**config.mk**
```make
export PLATFORM = sky130hd
export DESIGN_NAME = i2s_mic_receiver
export DESIGN_NICKNAME = d
export VERILOG_FILES = /design/src/rtl/i2s_mic_receiver.sv
export SDC_FILE = /design/constraint.sdc
export NUM_CORES = 1
export LEC_CHECK = 0
export CORE_MARGIN = 2
export CORE_UTILIZATION = 35
export CTS_CLUSTER_DIAMETER = 80
export DETAILED_ROUTE_END_ITERATION = 7
export GPL_ROUTABILITY_DRIVEN = 0
export SETUP_SLACK_MARGIN = 0.02
export SLEW_MARGIN = 20
export SYNTH_ARGS = -nofsm -noshare
export SYNTH_HDL_FRONTEND = slang
export SYNTH_SLANG_ARGS = --single-unit
export TNS_END_PERCENT = 50
```
**constraint.sdc**
```tcl
create_clock -name clk -period 5.5 [get_ports clk]
set_clock_uncertainty 0.1 [all_clocks]
set_input_delay 1.375 -clock clk [delete_from_list [all_inputs] [get_ports clk]]
set_output_delay 1.375 -clock clk [all_outputs]
set_load 0.1 [all_outputs]
```
**src/rtl/i2s_mic_receiver.sv**
```systemverilog
// -----------------------------------------------------------------------------
// i2s_mic_receiver
//
// I2S bus master and receiver for one stereo pair of MEMS microphones. The
// block generates SCK and WS from the system clock and deserialises one
// MSB-first sample per slot from the shared SD line. Each completed
// left/right pair is presented with a one-clk valid strobe.
//
// Ports:
//   clk          system clock
//   reset        asynchronous, active-high reset
//   enable       run request (level); sampled for stop only at a frame wrap
//   sd           serial data from the microphones
//   sck          generated serial clock, 50% duty, period 2*SCK_DIV clk
//   ws           word select, 0 = left slot, 1 = right slot
//   left_sample  last complete left sample (two's complement)
//   right_sample last complete right sample (two's complement)
//   sample_valid one-clk pulse when left_sample/right_sample update
//   busy         high while the bus is running
// -----------------------------------------------------------------------------
module i2s_mic_receiver #(
  parameter int unsigned SCK_DIV    = 16,
  parameter int unsigned DATA_WIDTH = 24,
  parameter int unsigned SLOT_WIDTH = 32
) (
  input  logic                  clk,
  input  logic                  reset,
  input  logic                  enable,
  input  logic                  sd,
  output logic                  sck,
  output logic                  ws,
  output logic [DATA_WIDTH-1:0] left_sample,
  output logic [DATA_WIDTH-1:0] right_sample,
  output logic                  sample_valid,
  output logic                  busy
);

  localparam int unsigned FRAME_BITS = 2 * SLOT_WIDTH;
  localparam int unsigned CNT_W      = $clog2(FRAME_BITS);
  localparam int unsigned DIV_W      = $clog2(SCK_DIV);

  localparam logic [DIV_W-1:0] DIV_LAST = DIV_W'(SCK_DIV - 1);
  localparam logic [CNT_W-1:0] BIT_LAST = CNT_W'(FRAME_BITS - 1);
  localparam logic [CNT_W-1:0] SLOT_K   = CNT_W'(SLOT_WIDTH);
  localparam logic [CNT_W-1:0] DATA_K   = CNT_W'(DATA_WIDTH);
  localparam logic [CNT_W-1:0] COMMIT_K = CNT_W'(SLOT_WIDTH + DATA_WIDTH);

  typedef enum logic {
    ST_IDLE = 1'b0,
    ST_RUN  = 1'b1
  } state_e;

  state_e                state_q, state_d;
  logic [DIV_W-1:0]      div_cnt_q, div_cnt_d;
  logic [CNT_W-1:0]      bit_cnt_q, bit_cnt_d;
  logic                  sck_q, sck_d;
  logic                  ws_q, ws_d;
  logic                  sd_q;
  logic                  first_frame_q, first_frame_d;
  logic                  commit_q, commit_d;
  logic                  valid_q, valid_d;
  logic [DATA_WIDTH-1:0] left_sr_q, left_sr_d;
  logic [DATA_WIDTH-1:0] right_sr_q, right_sr_d;
  logic [DATA_WIDTH-1:0] left_sample_q, left_sample_d;
  logic [DATA_WIDTH-1:0] right_sample_q, right_sample_d;

  // SCK edge events, decoded one clk ahead from the divider.
  logic             tick, rise_evt, fall_evt, frame_wrap;
  logic [CNT_W-1:0] slot_pos, slot_bit, bit_cnt_inc;
  logic             in_right, capture;

  assign tick       = (state_q == ST_RUN) && (div_cnt_q == DIV_LAST);
  assign rise_evt   = tick && !sck_q;
  assign fall_evt   = tick && sck_q;
  assign frame_wrap = fall_evt && (bit_cnt_q == BIT_LAST);
  assign bit_cnt_inc = (bit_cnt_q == BIT_LAST) ? '0 : bit_cnt_q + 1'b1;

  // One-bit I2S delay: the rising edge at bit_cnt=k carries frame bit k-1.
  assign slot_pos = (bit_cnt_q == '0) ? BIT_LAST : bit_cnt_q - 1'b1;
  assign in_right = (slot_pos >= SLOT_K);
  assign slot_bit = in_right ? slot_pos - SLOT_K : slot_pos;
  assign capture  = (slot_bit < DATA_K);

  // State register.
  // NOTE: sequential state uses non-blocking assignments so every flop samples
  // pre-edge values, independent of statement order.
  // NOTE: the shift registers are ordinary flops and are reset with the rest,
  // so a partial frame never leaks into a later commit.
  always_ff @(posedge clk or posedge reset) begin
    if (reset) begin
      state_q        <= ST_IDLE;
      div_cnt_q      <= '0;
      bit_cnt_q      <= '0;
      sck_q          <= 1'b0;
      ws_q           <= 1'b0;
      sd_q           <= 1'b0;
      first_frame_q  <= 1'b1;
      commit_q       <= 1'b0;
      valid_q        <= 1'b0;
      left_sr_q      <= '0;
      right_sr_q     <= '0;
      left_sample_q  <= '0;
      right_sample_q <= '0;
    end else begin
      state_q        <= state_d;
      div_cnt_q      <= div_cnt_d;
      bit_cnt_q      <= bit_cnt_d;
      sck_q          <= sck_d;
      ws_q           <= ws_d;
      sd_q           <= sd;
      first_frame_q  <= first_frame_d;
      commit_q       <= commit_d;
      valid_q        <= valid_d;
      left_sr_q      <= left_sr_d;
      right_sr_q     <= right_sr_d;
      left_sample_q  <= left_sample_d;
      right_sample_q <= right_sample_d;
    end
  end

  // Next-state logic.
  // NOTE: every signal gets a default before the case so no path leaves one
  // unassigned, which would infer a latch.
  always_comb begin
    state_d        = state_q;
    div_cnt_d      = div_cnt_q;
    bit_cnt_d      = bit_cnt_q;
    sck_d          = sck_q;
    ws_d           = ws_q;
    first_frame_d  = first_frame_q;
    commit_d       = 1'b0;
    valid_d        = 1'b0;
    left_sr_d      = left_sr_q;
    right_sr_d     = right_sr_q;
    left_sample_d  = left_sample_q;
    right_sample_d = right_sample_q;

    // The right slot finished on the previous clk; publish the pair.
    if (commit_q) begin
      left_sample_d  = left_sr_q;
      right_sample_d = right_sr_q;
      valid_d        = 1'b1;
    end

    case (state_q)
      ST_IDLE: begin
        sck_d     = 1'b0;
        ws_d      = 1'b0;
        div_cnt_d = '0;
        if (enable) begin
          state_d       = ST_RUN;
          bit_cnt_d     = '0;
          first_frame_d = 1'b1;
        end
      end
      ST_RUN: begin
        div_cnt_d = tick ? '0 : div_cnt_q + 1'b1;
        if (rise_evt) begin
          sck_d = 1'b1;
          if (capture) begin
            if (in_right) right_sr_d = (right_sr_q << 1) | DATA_WIDTH'(sd_q);
            else          left_sr_d  = (left_sr_q << 1) | DATA_WIDTH'(sd_q);
          end
          // Mics need a full WS cycle to lock, so the first frame is dropped.
          if ((bit_cnt_q == COMMIT_K) && !first_frame_q) commit_d = 1'b1;
        end
        if (fall_evt) begin
          sck_d     = 1'b0;
          bit_cnt_d = bit_cnt_inc;
          ws_d      = (bit_cnt_inc >= SLOT_K);
          if (frame_wrap) begin
            first_frame_d = 1'b0;
            // Stop only at a frame boundary so the current pair completes.
            if (!enable) state_d = ST_IDLE;
          end
        end
      end
    endcase
  end

  // Output logic.
  always_comb begin
    sck          = sck_q;
    ws           = ws_q;
    left_sample  = left_sample_q;
    right_sample = right_sample_q;
    sample_valid = valid_q;
    busy         = (state_q == ST_RUN);
  end

endmodule
```
Word-level counts from Yosys, hierarchy flattened
Cells that the tools add are included.
- register bits after elaboration: 113
- bits of input ports: 4
- output and inout port bits: 52
- word-level logic and storage cells: 68
- $add $sub $neg: 4
- order comparisons: 3
- equal/unequal tests: 7
- multiplexer cells: 25
- bitwise operators: 4
- reduce and logical (&&, ||, !) cells: 12
- operator list (operator ; number):
    24-bit by 1-bit bitwise OR with 24-bit output ; 2
    6-bit 2-to-1 mux ; 5
    1-bit 2-to-1 mux ; 13
    6-bit == test (second input constant) ; 2
    6-bit >= comparator (second input constant) ; 2
    6-bit case mux with 2 select lines ; 1
    1-bit case mux with 2 select lines ; 4
    4-bit case mux with 2 select lines ; 1
    4-bit AND reduction ; 2
    6-bit by 1-bit adder with 6-bit output (second input constant) ; 1
    6-bit logical NOT ; 1
    6-bit by 5-bit less-than comparator with 1-bit output (second input constant) ; 1
    6-bit by 1-bit subtractor with 6-bit output (second input constant) ; 1
    6-bit subtractor (second input constant) ; 1
    1-bit logical AND ; 5
    4-bit by 1-bit adder with 4-bit output (second input constant) ; 1
    4-bit == test (second input constant) ; 1
    4-bit 2-to-1 mux ; 1
    2-bit by 1-bit inequality test with 1-bit output (second input constant) ; 2
    3-bit by 1-bit inequality test with 1-bit output (second input constant) ; 1
    3-bit AND reduction ; 1
    1-bit logical NOT ; 2
    2-bit inequality test (second input constant) ; 1
    1-bit inverter ; 2
    2-bit AND reduction ; 1

Depth between registers and ports, before layout
- depth in word-level cells: 7
- mapped depth: 9
- mapped depth without buffers: 7

Least setup slack after synthesis
OpenSTA, ideal clock, no wires.
- path type: register to output
- start: reg sck_q (netlist: sck)
- end: out sck
- data arrival time: 0.963 ns
- required time: 4.025 ns
- setup slack: 3.062 ns
- cell stages (with the launch flop): 1
- buffers on the path: 0
- path through: dfrtp_1
- RTL lines (element ; RTL line ; RTL):
    start, declared ; 56 ; logic sck_q, sck_d;
    start signal, assigned ; 108 ; sck_q <= sck_d;
    end, declared ; 30 ; output logic sck,
No word-level cell between the ends.

Worst setup path after layout
- start: reg state_q (netlist: busy)
- end: out busy
- RTL lines (element ; RTL line ; RTL):
    start, declared ; 53 ; state_e state_q, state_d;
    start signal, assigned ; 105 ; state_q <= state_d;
    end, declared ; 35 ; output logic busy
No word-level cell between the ends.

==> impl_metrics.toml <==
[status]
run_status = "complete, no violations"

[clocking]
clock_sinks = 113
cts.repair.resized = 0
postCtsHoldBufs = 0
cts-htree-levels = 4
cts_tree = "built"
cts_setup_buffers = 0
cts_buffer_depth = 2
cts_root_buf = "clkbuf_16"
clkTransAtPathRegs_ns = 0.05
cts_made_buffers = 17
insertion_delay_ns = 0.41

[timing]
fmax_mhz = 273
rsz0062_at_grt = "no"
holdWs_ns = 0.389
relSlewSlack_pct = 32.8
worst_slew_pin_slew_ns = 1.00
finalSetupViolations = 0
timing.final.crit_period_ns = 3.66
period_share_pct = 66.5
finalHoldViolCount = 0
fin_tns_setup_ns = 0
timing.final.ws_setup_ns = 1.84
slew_viol_final = 0

[hold_path]
hold_path_class = "flop to flop"
min_to = "div_cnt_q[0]"
hold_path_depth = 1
hold_path.startpoint = "div_cnt_q[0]"

[die]
dieArea_mm2 = 0.0140
start_util_pct = 36.0
ioPinCount = 56
die_x_um = 118
coreArea_mm2 = 0.0127
std_cell_rows = 41
dieHeight_um = 118

[drt]
vias = 2530
detail_route.wl_per_cell_um = 14.0
wirelength_mm = 7.66
drtIter0Drc = 73
drc_errors = 0
via_per_inst = 4.63
detail-route-antenna-nets = 0
dr.pass1.iters = 4

[finish]
drive_gt1_share_pct = 36.1
final_core_util_pct = 45.8
syn_to_final_growth_pct = 27.1
nNetsFinal = 369
layout_commonest_cell = "dfrtp_1"
layout_common_cells = "dfrtp_1, mux2_2, clkdlybuf4s50_1"
fillers = 1206
n_antenna_cell = 0

[setup_path]
startpoint_type = "flop"
slowest_delay_ns = 1.21
worstRegToRegCells = 7
regToRegEndpoint = "right_sr_q[12]"
r2r_setup_slack_ns = 3.31
critPathMaxFanout = 15
cpLargestDelayFamily = "buffers and inverters"
worstPathArrival_ns = 2.18
cp_slowest_cell = "clkdlybuf4s50_1"
crit_type = "flop to output port"
r2r_start = "div_cnt_q[0]"
end_kind = "output port"
crit_buf_inv = 1
required_ns = 4.03
path_cells = "clkdlybuf4s50_1"

[synth]
synth_top_flop_cell = "dfrtp_1"
ys_seq_elements = 113
syn_nets = 305
synth.distinct_cells = 40
syn_inst = 297
synth_area_mm2 = 0.00458
yosys_warnings = 0
postSynth.asyncResetShare_pct = 100
yosysSeqAreaShare_pct = 61.8
synth_edf_count = 0
syn_area_per_cell_um2 = 15.4

[power_and_ir_drop]
p_per_area_mw_per_mm2 = 323
vdd_ir_drop_max_v = 0.000125
cellLeakagePower_nw = 2.84

[placement]
place_ws_ns = 2.27
port_buffers = 55
dp_hpwl_mm = 4.76

[global_routing]
grt_pass1_vias = 2690
antenna_found_initial = 0
grtUsageTotal_pct = 12.5
grt_max_degree = 50
grt_pass1_wl_mm = 13.6
gr-total-overflow = 0

[job]
maxCapViolCount = 0
-- metal layers --
metal	GRT usage, %	vias to the layer above	part of all wire [%]	routed length, um
li1	-	1184	-	-
met5	0	-	0	0
met1	16.0	1289	47	3620
met3	4.20	12	3.7	280
met4	7.14	0	2.3	178
met2	18.4	45	47	3580
-- flip-flops by register name (all words and copies together), names as in the netlist, 4 cells and up --
signal	cells
bit_cnt_q	6
div_cnt_q	4
left_sample	24
left_sr_q	24
right_sample	24
right_sr_q	24
-- layout make-up --
cell class              count  area (um2)  share of cell area (%)
clock inverters             5        50.0                   0.859
multi-input cells         164        1610                    27.6
inverters                   6        25.0                   0.430
repair buffers             59         581                    9.97
well taps                 172         215                    3.70
clock buffers              27         513                    8.81
flip-flops and latches    113        2830                    48.6
-- report_power, final --
| part | switching, mW | internal, mW | total (mW) |
|---|---|---|---|
| sequential | 0.00138 | 0.835 | 0.836 |
| clock | 0.349 | 0.677 | 1.03 |
| combinational | 0.0171 | 0.00415 | 0.0213 |
-- cells by family (layout without fill, tap and decap cells) --
kind of cell             Yosys count  count (layout)  synth area share, %
multiplexers                      97              97                 25.5
adder cells (fa/ha/maj)            4               4                 1.09
buffers and inverters             20              97                 3.17
XOR/XNOR                           4               4                0.765
AO/OA/AOI/OAI                     21              21                 3.00
flip-flops                       113             113                 61.8
AND/OR/NAND/NOR                   38              38                 4.75
-- synth_stat cells (4+ instances only) --
| cell type | count | share of area (%) |
|---|---|---|
| dfrtp_1 | 112 | 61 |
| mux2_2 | 76 | 19 |
| mux2_4 | 20 | 6.6 |
| nand2_1 | 8 | 0.66 |
| nor2_1 | 8 | 0.66 |
| o21ai_0 | 7 | 0.76 |
| clkbuf_1 | 6 | 0.49 |
| inv_1 | 6 | 0.49 |
| buf_6 | 5 | 1.2 |
| a21oi_1 | 4 | 0.44 |
| and2_1 | 4 | 0.55 |
| and3_1 | 4 | 0.55 |
| ha_1 | 4 | 1.1 |
| nand3_1 | 4 | 0.44 |
-- worst max path at each step --
stage | start | to | slack [ns] | cells past startpoint
after floorplan | reset | bit_cnt_q[0] | 1.04 | 1
after global routing | busy | busy | 1.76 | 1
after global placement | busy | busy | 2.29 | 1
final | busy | busy | 1.84 | 1
after detailed placement | busy | busy | 2.27 | 1
after CTS | busy | busy | 1.82 | 1
-- through the flow --
step	instances	total power [mW]	cell area (um2)
2_1_floorplan	297	0.863	4580
3_3_place_gp	514	0.872	5260
3_5_place_dp	514	0.872	5260
4_1_cts	546	1.91	5820
5_1_grt	546	1.96	5820
6_report	546	1.88	5820
Note: power is estimated with default switching activity, not from simulation.
